[src/rtl/ctrl_pkg.sv]
// Shared encodings for the multicycle controller: FSM states,
// immediate-select codes and the opcode/funct3 pairs it understands.
package ctrl_pkg;

  typedef logic [2:0] state_t;

  localparam state_t S_IDLE   = 3'd0;
  localparam state_t S_FETCH  = 3'd1;
  localparam state_t S_DECODE = 3'd2;
  localparam state_t S_EXEC   = 3'd3;
  localparam state_t S_TRAP   = 3'd4;

  localparam logic [1:0] IMM_NONE = 2'b00;
  localparam logic [1:0] IMM_I    = 2'b01;
  localparam logic [1:0] IMM_B    = 2'b10;

  localparam logic [6:0] OP_ADDI = 7'b0010011;
  localparam logic [6:0] OP_BNE  = 7'b1100011;
  localparam logic [2:0] F3_ADDI = 3'b000;
  localparam logic [2:0] F3_BNE  = 3'b001;

endpackage

[src/rtl/ctrl_decoder.sv]
// Combinational instruction classifier: ADDI, BNE or illegal,
// looked at from the latched IR only.
import ctrl_pkg::*;

module ctrl_decoder (
  input  logic [31:0] ir,
  output logic        is_addi,
  output logic        is_bne,
  output logic        is_illegal
);

  logic [6:0] opcode;
  logic [2:0] funct3;
  logic       ir_unused;

  assign opcode = ir[6:0];
  assign funct3 = ir[14:12];

  // Register and immediate fields do not affect classification.
  assign ir_unused = ^{ir[31:15], ir[11:7]};

  assign is_addi    = (opcode == OP_ADDI) && (funct3 == F3_ADDI);
  assign is_bne     = (opcode == OP_BNE) && (funct3 == F3_BNE);
  assign is_illegal = !(is_addi || is_bne);

endmodule

[src/rtl/multicycle_ctrl.sv]
// Multicycle IDLE/FETCH/DECODE/EXEC/TRAP controller for ADDI and BNE,
// with a sticky illegal trap and a wrapping retired-instruction counter.
import ctrl_pkg::*;

module multicycle_ctrl #(
  parameter int CNT_W = 16
) (
  input  logic             clk,
  input  logic             rst,
  input  logic             run,
  output logic             imem_req,
  input  logic             imem_valid,
  input  logic [31:0]      imem_rdata,
  input  logic             eq,
  output logic             ir_load,
  output logic [1:0]       imm_src,
  output logic             alu_src,
  output logic             reg_write,
  output logic             pc_en,
  output logic             pc_src,
  output logic             illegal,
  output logic [CNT_W-1:0] retired
);

  state_t      state;
  state_t      state_nxt;
  logic [31:0] ir;
  logic        is_addi;
  logic        is_bne;
  logic        is_illegal;
  logic        in_exec;

  ctrl_decoder u_dec (
    .ir         (ir),
    .is_addi    (is_addi),
    .is_bne     (is_bne),
    .is_illegal (is_illegal)
  );

  always_comb begin
    state_nxt = state;
    unique case (state)
      S_IDLE:   if (run) state_nxt = S_FETCH;
      S_FETCH:  if (imem_valid) state_nxt = S_DECODE;
      S_DECODE: state_nxt = is_illegal ? S_TRAP : S_EXEC;
      S_EXEC:   state_nxt = run ? S_FETCH : S_IDLE;
      S_TRAP:   state_nxt = S_TRAP;
      default:  state_nxt = S_IDLE;
    endcase
  end

  always_ff @(posedge clk or negedge rst) begin
    if (!rst) begin
      state   <= S_IDLE;
      ir      <= '0;
      retired <= '0;
    end else begin
      state <= state_nxt;
      if (ir_load) ir <= imem_rdata;
      if (in_exec) retired <= retired + 1'b1;
    end
  end

  // Strobes come from state and the latched IR, so reset kills them at once.
  assign in_exec   = (state == S_EXEC);
  assign imem_req  = (state == S_FETCH);
  assign ir_load   = imem_req && imem_valid;
  assign alu_src   = in_exec && is_addi;
  assign reg_write = in_exec && is_addi;
  assign pc_en     = in_exec && (is_addi || is_bne);
  assign pc_src    = in_exec && is_bne && !eq;
  assign illegal   = (state == S_TRAP);

  always_comb begin
    imm_src = IMM_NONE;
    unique case (1'b1)
      in_exec && is_addi: imm_src = IMM_I;
      in_exec && is_bne:  imm_src = IMM_B;
      default:            imm_src = IMM_NONE;
    endcase
  end

endmodule

[config.mk]
export PLATFORM = sky130hd
export DESIGN_NAME = multicycle_ctrl
export DESIGN_NICKNAME = d
export VERILOG_FILES = /design/src/rtl/ctrl_pkg.sv /design/src/rtl/ctrl_decoder.sv /design/src/rtl/multicycle_ctrl.sv
export SDC_FILE = /design/constraint.sdc
export NUM_CORES = 1
export LEC_CHECK = 0
export BUFFER_PORTS_ARGS = -buffer_cell sky130_fd_sc_hd__clkbuf_2
export CORE_ASPECT_RATIO = 1.1
export CORE_MARGIN = 2
export CORE_UTILIZATION = 35
export DETAILED_ROUTE_END_ITERATION = 8
export GPL_TIMING_DRIVEN = 0
export SKIP_CTS_REPAIR_TIMING = 1
export SLEW_MARGIN = 20
export SYNTH_ARGS = -nofsm -noshare
export SYNTH_HDL_FRONTEND = slang
export SYNTH_HIERARCHICAL = 1
export SYNTH_SLANG_ARGS = --single-unit
[constraint.sdc]
create_clock -name clk -period 1.6 [get_ports clk]
set_input_delay 0.16 -clock clk [delete_from_list [all_inputs] [get_ports clk]]
set_output_delay 0.16 -clock clk [all_outputs]
set_load 0.1 [all_outputs]
# Word-level counts from Yosys, hierarchy flattened
# Index checks and enable logic that the tools add are counted.
[totals]
regBits = 34
latchBits = 0
ramBits = 0
rom_bits = 0
output_inout_bits = 25
memories = 0
[classes]
n_addsub = 1
mul = 0
div = 0
magnitude_cmp = 0
n_eq_ne = 9
shifts = 0
mux = 6
n_bitwise = 0
n_reduce_logical = 12
[ops]
columns = ["operator", "n"]
rows = [
  ["16-bit by 1-bit adder with 16-bit output (second input constant)", 1],
  ["3-bit one-hot mux with 5 select lines", 1],
  ["3-bit two-way mux", 3],
  ["7-bit by 5-bit == test with 1-bit output (second input constant)", 1],
  ["7-bit == test (second input constant)", 1],
  ["1-bit logical AND", 7],
  ["3-bit by 1-bit == test with 1-bit output (second input constant)", 2],
  ["3-bit by 2-bit == test with 1-bit output (second input constant)", 2],
  ["3-bit zero test", 2],
  ["2-bit one-hot mux with 2 select lines", 1],
  ["3-bit == test (second input constant)", 1],
  ["2-bit by 1-bit inequality test with 1-bit output (second input constant)", 1],
  ["2-bit inequality test (second input constant)", 1],
  ["2-bit AND reduction", 1],
  ["1-bit zero test", 1],
  ["1-bit logical OR", 1],
  ["1-bit two-way mux", 1],
]

# Logic depth before layout (Yosys ltp)
[logic_depth]
depth_word = 5
mapped_depth = 6

# Cells and area by module
# Netlist, hierarchy kept.
[modules_own_cells]
columns = ["mod", "n_inst", "cells_per_inst", "area_per_inst_um2", "seq_area_each_um2"]
rows = [
  ["multicycle_ctrl", 1, 156, 2113.3, 1276.2],
  ["ctrl_decoder", 1, 6, 53.8, 0.0],
]

# Worst setup path after synthesis
# No wires, ideal clock.
[synth_path]
path_kind = "reg2out"
from = "reg ir[5]"
to = "out pc_en"
arrival_time_ns = 2.733
t_required_ns = 1.440
setup_slack_ns = -1.293
path_stages_with_launch = 5
path_buffers = 0
path_cell_list = "dfrtp_1 or4b_1 nor4_1 and2_1 nand2b_1"
[synth_between]
elab_chain_len = 4
[synth_lines]
columns = ["item", "line", "rtl"]
rows = [
  ["start, declared", "multicycle_ctrl.sv:27", "logic [31:0] ir;"],
  ["start signal, assigned", "multicycle_ctrl.sv:59", "if (ir_load) ir <= imem_rdata;"],
  ["7-bit by 5-bit == test with 1-bit output", "ctrl_decoder.sv:22", "assign is_addi = (opcode == OP_ADDI) && (funct3 == F3_ADDI);"],
  ["1-bit logical AND", "ctrl_decoder.sv:22", ""],
  ["named net is_addi", "multicycle_ctrl.sv:28", "logic is_addi;"],
  ["1-bit logical OR", "multicycle_ctrl.sv:70", "assign pc_en = in_exec && (is_addi || is_bne);"],
  ["1-bit logical AND", "multicycle_ctrl.sv:70", ""],
  ["end, declared", "multicycle_ctrl.sv:19", "output logic pc_en,"],
]
# The timed path passes the listed nets, and every way through them passes these cells.

# Final worst setup path
# Same ends and word-level chain as after synthesis.

==> metrics.csv <==
metric,value,unit
status,"finished, violations left",
failing checks,negative setup slack,
reg2reg path depth,5,
Syn. warnings,6,
Final ANT Viol Nets,0,
layout cells sized above 1,62.2,%
Worst Hold Class,input pin to flop,
syn_area_per_cell,11.6,µm²
CP arrival,1.90,ns
die area,0.00443,mm²
Antenna Cells,0,
critical path class,flop to output pin,
Max Slew Vio Count,0,
"CTS clk-pin slew, worst paths",0.06,ns
reg2reg setup slack,-0.26,ns
"Max FO, Critical Path",4,
wire length per cell,13.7,µm
vias in the first global route,1043,
Fmax,486,MHz
row cnt,23,
initial antenna violation count,0,
mapped cell area,0.00137,mm²
unrepaired setup endpoints after global routing,true,
Post-Syn Nets,156,
starting density of the core,37.2,%
worst hold slack,0.110,ns
CTS sink count,29,
CP Capture Type,output pin,
final worst slack,-0.458,ns
htree depth,2,
Startpoint Class,flop,
die height,69.6,µm
Avg Vias per Cell,4.85,
Synth Instances,118,
Leak Pwr,0.000899,µW
clock root buffer,clkbuf_8,
end of the worst hold path,ir[14],
core footprint,0.00368,mm²
largest net degree at the start of global routing,30,
WP data required,1.44,ns
design area,0.00205,mm²
Area Growth Syn to Fin,49.5,%
final non-filler cell total,222,
DR pass1 iterations,4,
Slew HR,53.2,%
placed wire-length estimate,2040,µm
hold_sp,imem_rdata[14],
worst flop-to-flop path startpoint,ir[5],
TNS Setup,-2.79,ns
Least-Margin Pin Slew,0.702,ns
Fin. Hold Viols,0,
VDD IR-drop max,1.11,mV
I/O pins,62,
DP Area,0.00170,mm²
grt ovf,0,
setup violators final,9,
first-pass GRT wire length,4640,µm
fin crit share,129,%
number of port buffers,39,
Final #Nets,209,
later-pin clock latency in the skew report,0.28,ns
Routability Congestion,0.736,
DRC viols,0,
1st-iter DRT viols,34,
WHS Path Cells,2,
Die W,63.6,µm
total number of vias,1076,
Final Skew,0.00890,ns
max-cap check violation count,0,
post-route minimum period,2.06,ns
"worst slack, placed",-0.468,ns
CTS tree,built,
total track usage,13.4,%
CTS max path bufs,2,
Total Wirelength,3050,µm
RR Endpoint,state[0],
pwr/cell area,1600,mW/mm²
fillcell total,348,
Placed Cells,207,
CTS Buf Count,5,
## power by group
| part | internal (µW) | switching [µW] | leakage [µW] |
|---|---|---|---|
| Clock | 350 | 262 | 0.0000455 |
| Sequential | 964 | 274 | 0.000349 |
| Combinational | 526 | 890 | 0.000505 |
## placed cells by master (no fill, tap or decap), drive strengths merged
master / count
clkbuf: 40
dfrtp: 29
buf: 19
mux2: 11
xnor2: 9
nand2: 9
nor2: 9
nand3: 7
xor2: 6
and3: 5
nor3: 4
nor4: 3
nand2b: 2
nand4: 2
a211oi: 2
inv: 2
nor3b: 1
and3b: 1
and2: 1
clkinvlp: 1
a31oi: 1
o21ai: 1
a21oi: 1
ha: 1
dlygate4sd3: 1
nand4bb: 1
or4b: 1
nand4b: 1
a2111o: 1
## area by class of cell
cell class              count  area [µm²]  share of cell area [%]
plain buffers               6        48.8                    2.38
well taps                  50        62.6                    3.06
clock buffers               8        90.1                    4.40
flip-flops and latches     29         758                    37.0
repair buffers             46         364                    17.8
inverters                   3        22.5                    1.10
multi-input cells          80         701                    34.2
## how the worst max path moves through the flow
stage / startpoint / to / cells after the start / slack, ns
6_report: ir[5] / pc_en / 5 / -0.46
3_5_place_dp: ir[5] / pc_en / 5 / -0.47
3_3_place_gp: ir[5] / pc_en / 5 / -0.42
4_1_cts: ir[5] / pc_en / 5 / -0.78
5_1_grt: ir[5] / pc_en / 5 / -0.50
2_1_floorplan: ir[5] / pc_en / 4 / -0.38
## metrics by stage
stage	util, %	power, µW
4_1_cts	48.7	2980
3_5_place_dp	46.3	2370
3_3_place_gp	46.3	2330
5_1_grt	55.6	3440
2_1_floorplan	-	2150
6_report	55.6	3270
## registers in the layout, summed over array words and instances, names as in the netlist
name,flops
ir,10
retired,16
state,3
## layer usage
layer	routed length, µm	track usage, %
met5	0	0
met4	60	4.83
met3	205	6.01
met2	1630	23.0
met1	1150	14.4
## worst max-delay path: stages, from the launching register on
cell and delay, ns:
dfrtp_1 0.40, or4b_4 0.57, nor4_4 0.16, and2_4 0.20, nand2b_4 0.13, buf_12 0.17
(Power assumes the default switching activity.)
